## src/rtl/cpu_pkg.sv

```systemverilog
`default_nettype none
// ============================================================================
// Module      : cpu_pkg
// Description : Shared CPU encodings: opcodes, condition codes, flag bit
//               positions and the return-address register index.
// Revision    : 1.0 - initial release
// ============================================================================
package cpu_pkg;

  // Opcodes that the PC stage decodes
  localparam logic [3:0] OP_JCOND = 4'b0011;
  localparam logic [3:0] OP_JAL   = 4'b1100;

  // Condition codes carried in instr[11:8]
  localparam logic [3:0] COND_EQ = 4'h0;
  localparam logic [3:0] COND_NE = 4'h1;
  localparam logic [3:0] COND_CS = 4'h2;
  localparam logic [3:0] COND_CC = 4'h3;
  localparam logic [3:0] COND_HI = 4'h4;
  localparam logic [3:0] COND_LS = 4'h5;
  localparam logic [3:0] COND_GT = 4'h6;
  localparam logic [3:0] COND_LE = 4'h7;
  localparam logic [3:0] COND_FS = 4'h8;
  localparam logic [3:0] COND_FC = 4'h9;
  localparam logic [3:0] COND_LO = 4'hA;
  localparam logic [3:0] COND_HS = 4'hB;
  localparam logic [3:0] COND_LT = 4'hC;
  localparam logic [3:0] COND_GE = 4'hD;
  localparam logic [3:0] COND_UC = 4'hE;
  localparam logic [3:0] COND_NV = 4'hF;

  // Bit positions inside the registered flag vector {C,L,F,Z,N}
  localparam int FLAG_C = 4;
  localparam int FLAG_L = 3;
  localparam int FLAG_F = 2;
  localparam int FLAG_Z = 1;
  localparam int FLAG_N = 0;

  // Register used as the return-address register by JUC
  localparam logic [3:0] RET_REG = 4'hF;

endpackage
`default_nettype wire

```

## src/rtl/pc_branch_unit_ras_stack.sv

```systemverilog
`default_nettype none
// ============================================================================
// Module      : ras_stack
// Description : Return-address LIFO held in a circular buffer. A push when
//               full overwrites the oldest entry; a pop when empty is ignored.
//               Overflow/underflow are single-cycle pulses.
// Revision    : 1.0 - initial release
// ============================================================================
module ras_stack #(
  parameter int DEPTH = 4,
  parameter int WIDTH = 16,
  parameter int CNT_W = $clog2(DEPTH + 1)
) (
  input  logic             clock,
  input  logic             reset,
  input  logic             push_i,
  input  logic             pop_i,
  input  logic [WIDTH-1:0] data_i,
  output logic [WIDTH-1:0] top_o,
  output logic [CNT_W-1:0] depth_o,
  output logic             empty_o,
  output logic             overflow_o,
  output logic             underflow_o
);

  localparam int PTR_W = (DEPTH > 1) ? $clog2(DEPTH) : 1;

  logic [WIDTH-1:0] mem_q [DEPTH];
  logic [PTR_W-1:0] ptr_q;   // next write slot; top lives at ptr_q-1
  logic [CNT_W-1:0] cnt_q;
  logic             w_full;
  logic [PTR_W-1:0] w_top_idx;

  assign w_full      = (cnt_q == CNT_W'(DEPTH));
  assign empty_o     = (cnt_q == '0);
  assign w_top_idx   = ptr_q - PTR_W'(1);
  assign top_o       = mem_q[w_top_idx];
  assign depth_o     = cnt_q;
  // Because the buffer is circular, writing at ptr_q when full lands on the
  // oldest entry, which is exactly the drop-oldest behaviour wanted.
  assign overflow_o  = push_i & w_full;
  assign underflow_o = pop_i & empty_o;

  // Stack storage, pointer and occupancy update
  always_ff @(posedge clock) begin
    if (!reset) begin
      ptr_q <= '0;
      cnt_q <= '0;
      for (int i = 0; i < DEPTH; i++) begin
        mem_q[i] <= '0;
      end
    end else if (push_i) begin
      mem_q[ptr_q] <= data_i;
      ptr_q        <= ptr_q + PTR_W'(1);
      if (!w_full) begin
        cnt_q <= cnt_q + CNT_W'(1);
      end
    end else if (pop_i && !empty_o) begin
      ptr_q <= ptr_q - PTR_W'(1);
      cnt_q <= cnt_q - CNT_W'(1);
    end
  end

endmodule
`default_nettype wire

```

## src/rtl/pc_branch_unit.sv

```systemverilog
`default_nettype none
// ============================================================================
// Module      : pc_branch_unit
// Description : Program-counter stage. Sequential increment, conditional
//               jumps, JAL with link capture, and a return-address stack that
//               short-circuits JUC r15. All outputs are registered.
// Revision    : 1.0 - initial release
// ============================================================================
module pc_branch_unit
  import cpu_pkg::*;
#(
  parameter int          ADDR_W    = 16,
  parameter logic [ADDR_W-1:0] RESET_VEC = '0,
  parameter int          RAS_DEPTH = 4
) (
  input  logic              clock,
  input  logic              reset,
  input  logic              pc_en,
  input  logic              jump_sel,
  input  logic [15:0]       instr,
  input  logic [4:0]        flags,
  input  logic [ADDR_W-1:0] reg_target,
  output logic [ADDR_W-1:0] pc,
  output logic [ADDR_W-1:0] link_addr,
  output logic              taken,
  output logic [2:0]        ras_depth,
  output logic              ras_err
);

  localparam int CNT_W = $clog2(RAS_DEPTH + 1);

  logic [ADDR_W-1:0] pc_q, pc_d;
  logic [ADDR_W-1:0] link_q, link_d;
  logic              taken_q, taken_d;
  logic              err_q, err_d;

  logic [3:0]        w_opcode;
  logic [3:0]        w_cond;
  logic [3:0]        w_rtarget;
  logic [ADDR_W-1:0] w_pc_inc;
  logic              w_push;
  logic              w_pop;
  logic [ADDR_W-1:0] w_ras_top;
  logic [CNT_W-1:0]  w_ras_cnt;
  logic              w_ras_empty;
  logic              w_ras_ovf;
  logic              w_ras_unf;
  logic              w_unused_bits;

  assign w_opcode      = instr[15:12];
  assign w_cond        = instr[11:8];
  assign w_rtarget     = instr[3:0];
  assign w_unused_bits = ^instr[7:4];
  assign w_pc_inc      = pc_q + ADDR_W'(1);

  // Condition-code evaluation against the flags of the current cycle
  function automatic logic cond_true(input logic [3:0] c, input logic [4:0] f);
    logic r;
    r = 1'b0;
    case (c)
      COND_EQ: r =  f[FLAG_Z];
      COND_NE: r = !f[FLAG_Z];
      COND_CS: r =  f[FLAG_C];
      COND_CC: r = !f[FLAG_C];
      COND_HI: r =  f[FLAG_L];
      COND_LS: r = !f[FLAG_L];
      COND_GT: r =  f[FLAG_N];
      COND_LE: r = !f[FLAG_N];
      COND_FS: r =  f[FLAG_F];
      COND_FC: r = !f[FLAG_F];
      COND_LO: r = !f[FLAG_L] & !f[FLAG_Z];
      COND_HS: r =  f[FLAG_L] |  f[FLAG_Z];
      COND_LT: r = !f[FLAG_N] & !f[FLAG_Z];
      COND_GE: r =  f[FLAG_N] |  f[FLAG_Z];
      COND_UC: r = 1'b1;
      COND_NV: r = 1'b0;
      default: r = 1'b0;
    endcase
    return r;
  endfunction

  ras_stack #(
    .DEPTH (RAS_DEPTH),
    .WIDTH (ADDR_W),
    .CNT_W (CNT_W)
  ) u_ras (
    .clock       (clock),
    .reset       (reset),
    .push_i      (w_push),
    .pop_i       (w_pop),
    .data_i      (w_pc_inc),
    .top_o       (w_ras_top),
    .depth_o     (w_ras_cnt),
    .empty_o     (w_ras_empty),
    .overflow_o  (w_ras_ovf),
    .underflow_o (w_ras_unf)
  );

  // Next-PC selection, link capture and RAS push/pop decode
  always_comb begin
    pc_d    = pc_q;
    link_d  = link_q;
    taken_d = taken_q;
    w_push  = 1'b0;
    w_pop   = 1'b0;
    if (pc_en) begin
      pc_d    = w_pc_inc;
      taken_d = 1'b0;
      if (jump_sel) begin
        case (w_opcode)
          OP_JCOND: begin
            if (cond_true(w_cond, flags)) begin
              taken_d = 1'b1;
              if (w_cond == COND_UC && w_rtarget == RET_REG) begin
                // Return: prefer the stacked address, fall back to r15
                w_pop = 1'b1;
                pc_d  = w_ras_empty ? reg_target : w_ras_top;
              end else begin
                pc_d = reg_target;
              end
            end
          end
          OP_JAL: begin
            pc_d    = reg_target;
            link_d  = w_pc_inc;
            w_push  = 1'b1;
            taken_d = 1'b1;
          end
          default: ;
        endcase
      end
    end
    // Push and pop are mutually exclusive by opcode, so at most one pulses
    err_d = err_q | w_ras_ovf | w_ras_unf;
  end

  // Architectural PC-stage registers
  always_ff @(posedge clock) begin
    if (!reset) begin
      pc_q    <= RESET_VEC;
      link_q  <= '0;
      taken_q <= 1'b0;
      err_q   <= 1'b0;
    end else begin
      pc_q    <= pc_d;
      link_q  <= link_d;
      taken_q <= taken_d;
      err_q   <= err_d;
    end
  end

  assign pc        = pc_q;
  assign link_addr = link_q;
  assign taken     = taken_q;
  assign ras_err   = err_q;
  assign ras_depth = 3'(w_ras_cnt);

endmodule
`default_nettype wire
```

## config.mk

```make
export PLATFORM = sky130hd
export DESIGN_NAME = pc_branch_unit
export DESIGN_NICKNAME = d
export VERILOG_FILES = /design/src/rtl/cpu_pkg.sv /design/src/rtl/pc_branch_unit_ras_stack.sv /design/src/rtl/pc_branch_unit.sv
export SDC_FILE = /design/constraint.sdc
export NUM_CORES = 1
export LEC_CHECK = 0
export ABC_AREA = 1
export CORE_MARGIN = 2
export CORE_UTILIZATION = 59
export DETAILED_ROUTE_END_ITERATION = 16
export PLACE_DENSITY = 0.86
export SLEW_MARGIN = 20
export SYNTH_ARGS = -nofsm -noshare
export SYNTH_HDL_FRONTEND = slang
export SYNTH_SLANG_ARGS = --single-unit
```

## constraint.sdc

```tcl
create_clock -name clock -period 5.45 [get_ports clock]
set_input_delay 1.09 -clock clock [delete_from_list [all_inputs] [get_ports clock]]
set_output_delay 1.09 -clock clock [all_outputs]
set_load 0.02 [all_outputs]
```

==> run metrics <==
P&R area growth vs syn 19.4%; WS Path Type input port to flop; Routed WL 13300 um; Async S/R FF share, synth 0; synth cell count leaders 119 x nand2_1, 78 x nor2_1, 64 x edfxtp_1, 56 x inv_1, 39 x dfxtp_1; CTS tree built; Setup Skew 18.9 ps; CP cell instances clkdlybuf4s50_1 -> nand2_1 -> clkinv_1 -> nand2_4 -> nor2_4 -> nand2_1 -> nand2_1; Starting Density 0.601; delay-heaviest family, CP simple AND/OR/NAND/NOR gates; total track usage 0.284; global route total overflow 0; overall power 0.00150 W; clk slew on worst S/H paths 100 ps; post-CTS setup buffer count 0; layout cells sized above 1 0.0965; first-pass GRT wire length 21500 um; unrepaired setup endpoints after global routing false; Leakage 2.31 nW; Tmin final 3970 ps; Max Cap Viol 0; number of flops mapped to enable cells by yosys 64; Final Non-Filler Cells 771; Die X 97.6 um; clk_lat worst skew 380 ps; H-tree levels 3; Detailed Place HPWL 9110 um; ANT cells 0; Least-Margin Pin Slew about 940 ps; cell taking the most area after synthesis edfxtp_1; Residual DRC 0; post-CTS resize count 0; Inst Count DP roughly 760; Cell Rows 34; CP max stage delay roughly 850 ps; FMAX 252 MHz; Clock Root Buffer clkbuf_8; Critical Path RT approximately 5500 ps; period utilization 0.728; Max clock buf depth 2; Critical-path top delay cell clkdlybuf4s50_1; Layout Utilization 0.718; CP Buf/Inv Count 2; syn_nets 637; final setup vio count 0; initial antenna violation count 0; Area contributors post-synth edfxtp_1 37%, dfxtp_1 15%, nand2_1 8.6%; status complete, no violations; vias in the first global route 4411; CTS sink count 103; Most Frequent Cell on Critical Path nand2_1; synthesized area 5170 um^2; count of cell types in the netlist 42; Routed Antenna Nets 0; VDD IR max approximately 160 uV; clock buffer count from CTS 9; gpl congestion roughly 0.9; Top FF cell, synth edfxtp_1; cells after synthesis 594; CP endpoint kind flop; Initial DRC Count 532; Synth Warn # 0; Slew Viols, Final 0; Port-buffer cells 73; Final nets 701; area of the die 9520 um^2; top-area cell type share of the netlist area 0.372; largest net degree at the start of global routing 26; setup TNS 0 ps; Crit Path Max Fanout 25; sequential-to-total area share from yosys stat 0.523; power density over cell area 244 nW/um^2; Vias/cell 5.89; DR vias approximately 4500; Syn Area/Cell about 8.7 um^2; Vert. Die Dim 97.6 um; arrival time worst endpoint 3970 ps; max_slew headroom 0.371; type of the most critical hold path flop to flop; DR WL/cell 17.2 um; Core Area around 8600 um^2; final hold vios 0; # IOs 78; Post-CTS Hold Fix Bufs 0; TritonRoute pass-1 iters 5; synthesized flop and latch total 103; most frequent cell after synthesis nand2_1; startpoint types input port
[worst min-delay path, cell delays in order, from the launching register on]
cell and delay [ps]:
dfxtp_1 330, nand2_1 60, a21oi_1 50
[layout by cell type (no fill, tap or decap), types with 3 or more instances in the layout]
cell type	count
clkdlybuf4s50_1	73
a31oi_1	8
xor2_1	9
clkbuf_8	9
o21ai_0	17
inv_1	56
nor2_1	78
a31o_2	6
or2_2	3
nand4_1	6
a31o_1	4
o221ai_1	9
o22ai_1	22
nand3b_1	9
nand2_1	119
dfxtp_1	39
nor3_1	7
nand3_1	30
buf_4	5
inv_2	8
a21oi_1	24
nor2_4	6
edfxtp_1	64
o31ai_1	4
a22oi_1	8
nor2_2	15
[layout make-up]
cell class                 count  area, um^2
fill                         620        2420
timing repair buffer          78         768
multi-input combinational    400        2100
clock inverter                 7        90.1
inverter                      66         248
tap                          108         135
clock buffer                   9         124
sequential                   103        2700
[cells by family (layout without fill, tap and decap cells)]
| family | count (synthesis) | count (layout) | synth area share |
|---|---|---|---|
| AOI/OAI and AO/OA | 108 | 108 | 0.134 |
| xor gates and xnor gates | 10 | 10 | 0.0169 |
| adders and majority gates | 2 | 2 | 0.00629 |
| buffers and inverters | 91 | 160 | 0.0707 |
| DFF | 103 | 103 | 0.523 |
| and+or+nand+nor | 280 | 280 | 0.250 |
[metal layers]
| layer | track usage | routed length, um | up-vias |
|---|---|---|---|
| li1 | - | - | 2158 |
| met1 | 0.370 | 5350 | 2088 |
| met2 | 0.460 | 6320 | 268 |
| met3 | 0.0691 | 1430 | 27 |
| met4 | 0.110 | 194 | 0 |
| met5 | 0 | 0 | - |
[power breakdown]
| part | internal [W] | switching, W | total (W) |
|---|---|---|---|
| registers | 0.000845 | 0.0000115 | 0.000857 |
| clock network | 0.000223 | 0.000291 | 0.000514 |
| logic | 0.0000536 | 0.0000796 | 0.000133 |
| total | 0.00112 | 0.000382 | 0.00150 |
[sequential cells by signal, summed over array words and instances, names as in the netlist]
register       count
u_ras.ptr_q        2
link_addr         16
taken              1
pc                16
u_ras.mem_q       64
u_ras.depth_o      3
ras_err            1
[path summary, 6_finish.rpt]
check	start	end	slack, ps	depth (start not counted)
worst max-delay path	pc_en	u_ras.mem_q[2][13]	1480	7
worst min register to register	taken	taken	480	2
worst max register to register	u_ras.ptr_q[0]	u_ras.mem_q[2][13]	2740	5
worst min-delay path	taken	taken	480	2
[through the flow]
step           worst slack [ps]  cell area (um^2)  hold WS [ps]
3_5_place_dp               1150              5960           460
4_1_cts                    1520              6170           481
3_3_place_gp               1180              5960           455
2_1_floorplan              1850              5170           455
5_1_grt                    1260              6170           497
6_report                   1480              6170           477
Note: power is estimated with default switching activity, not from simulation.
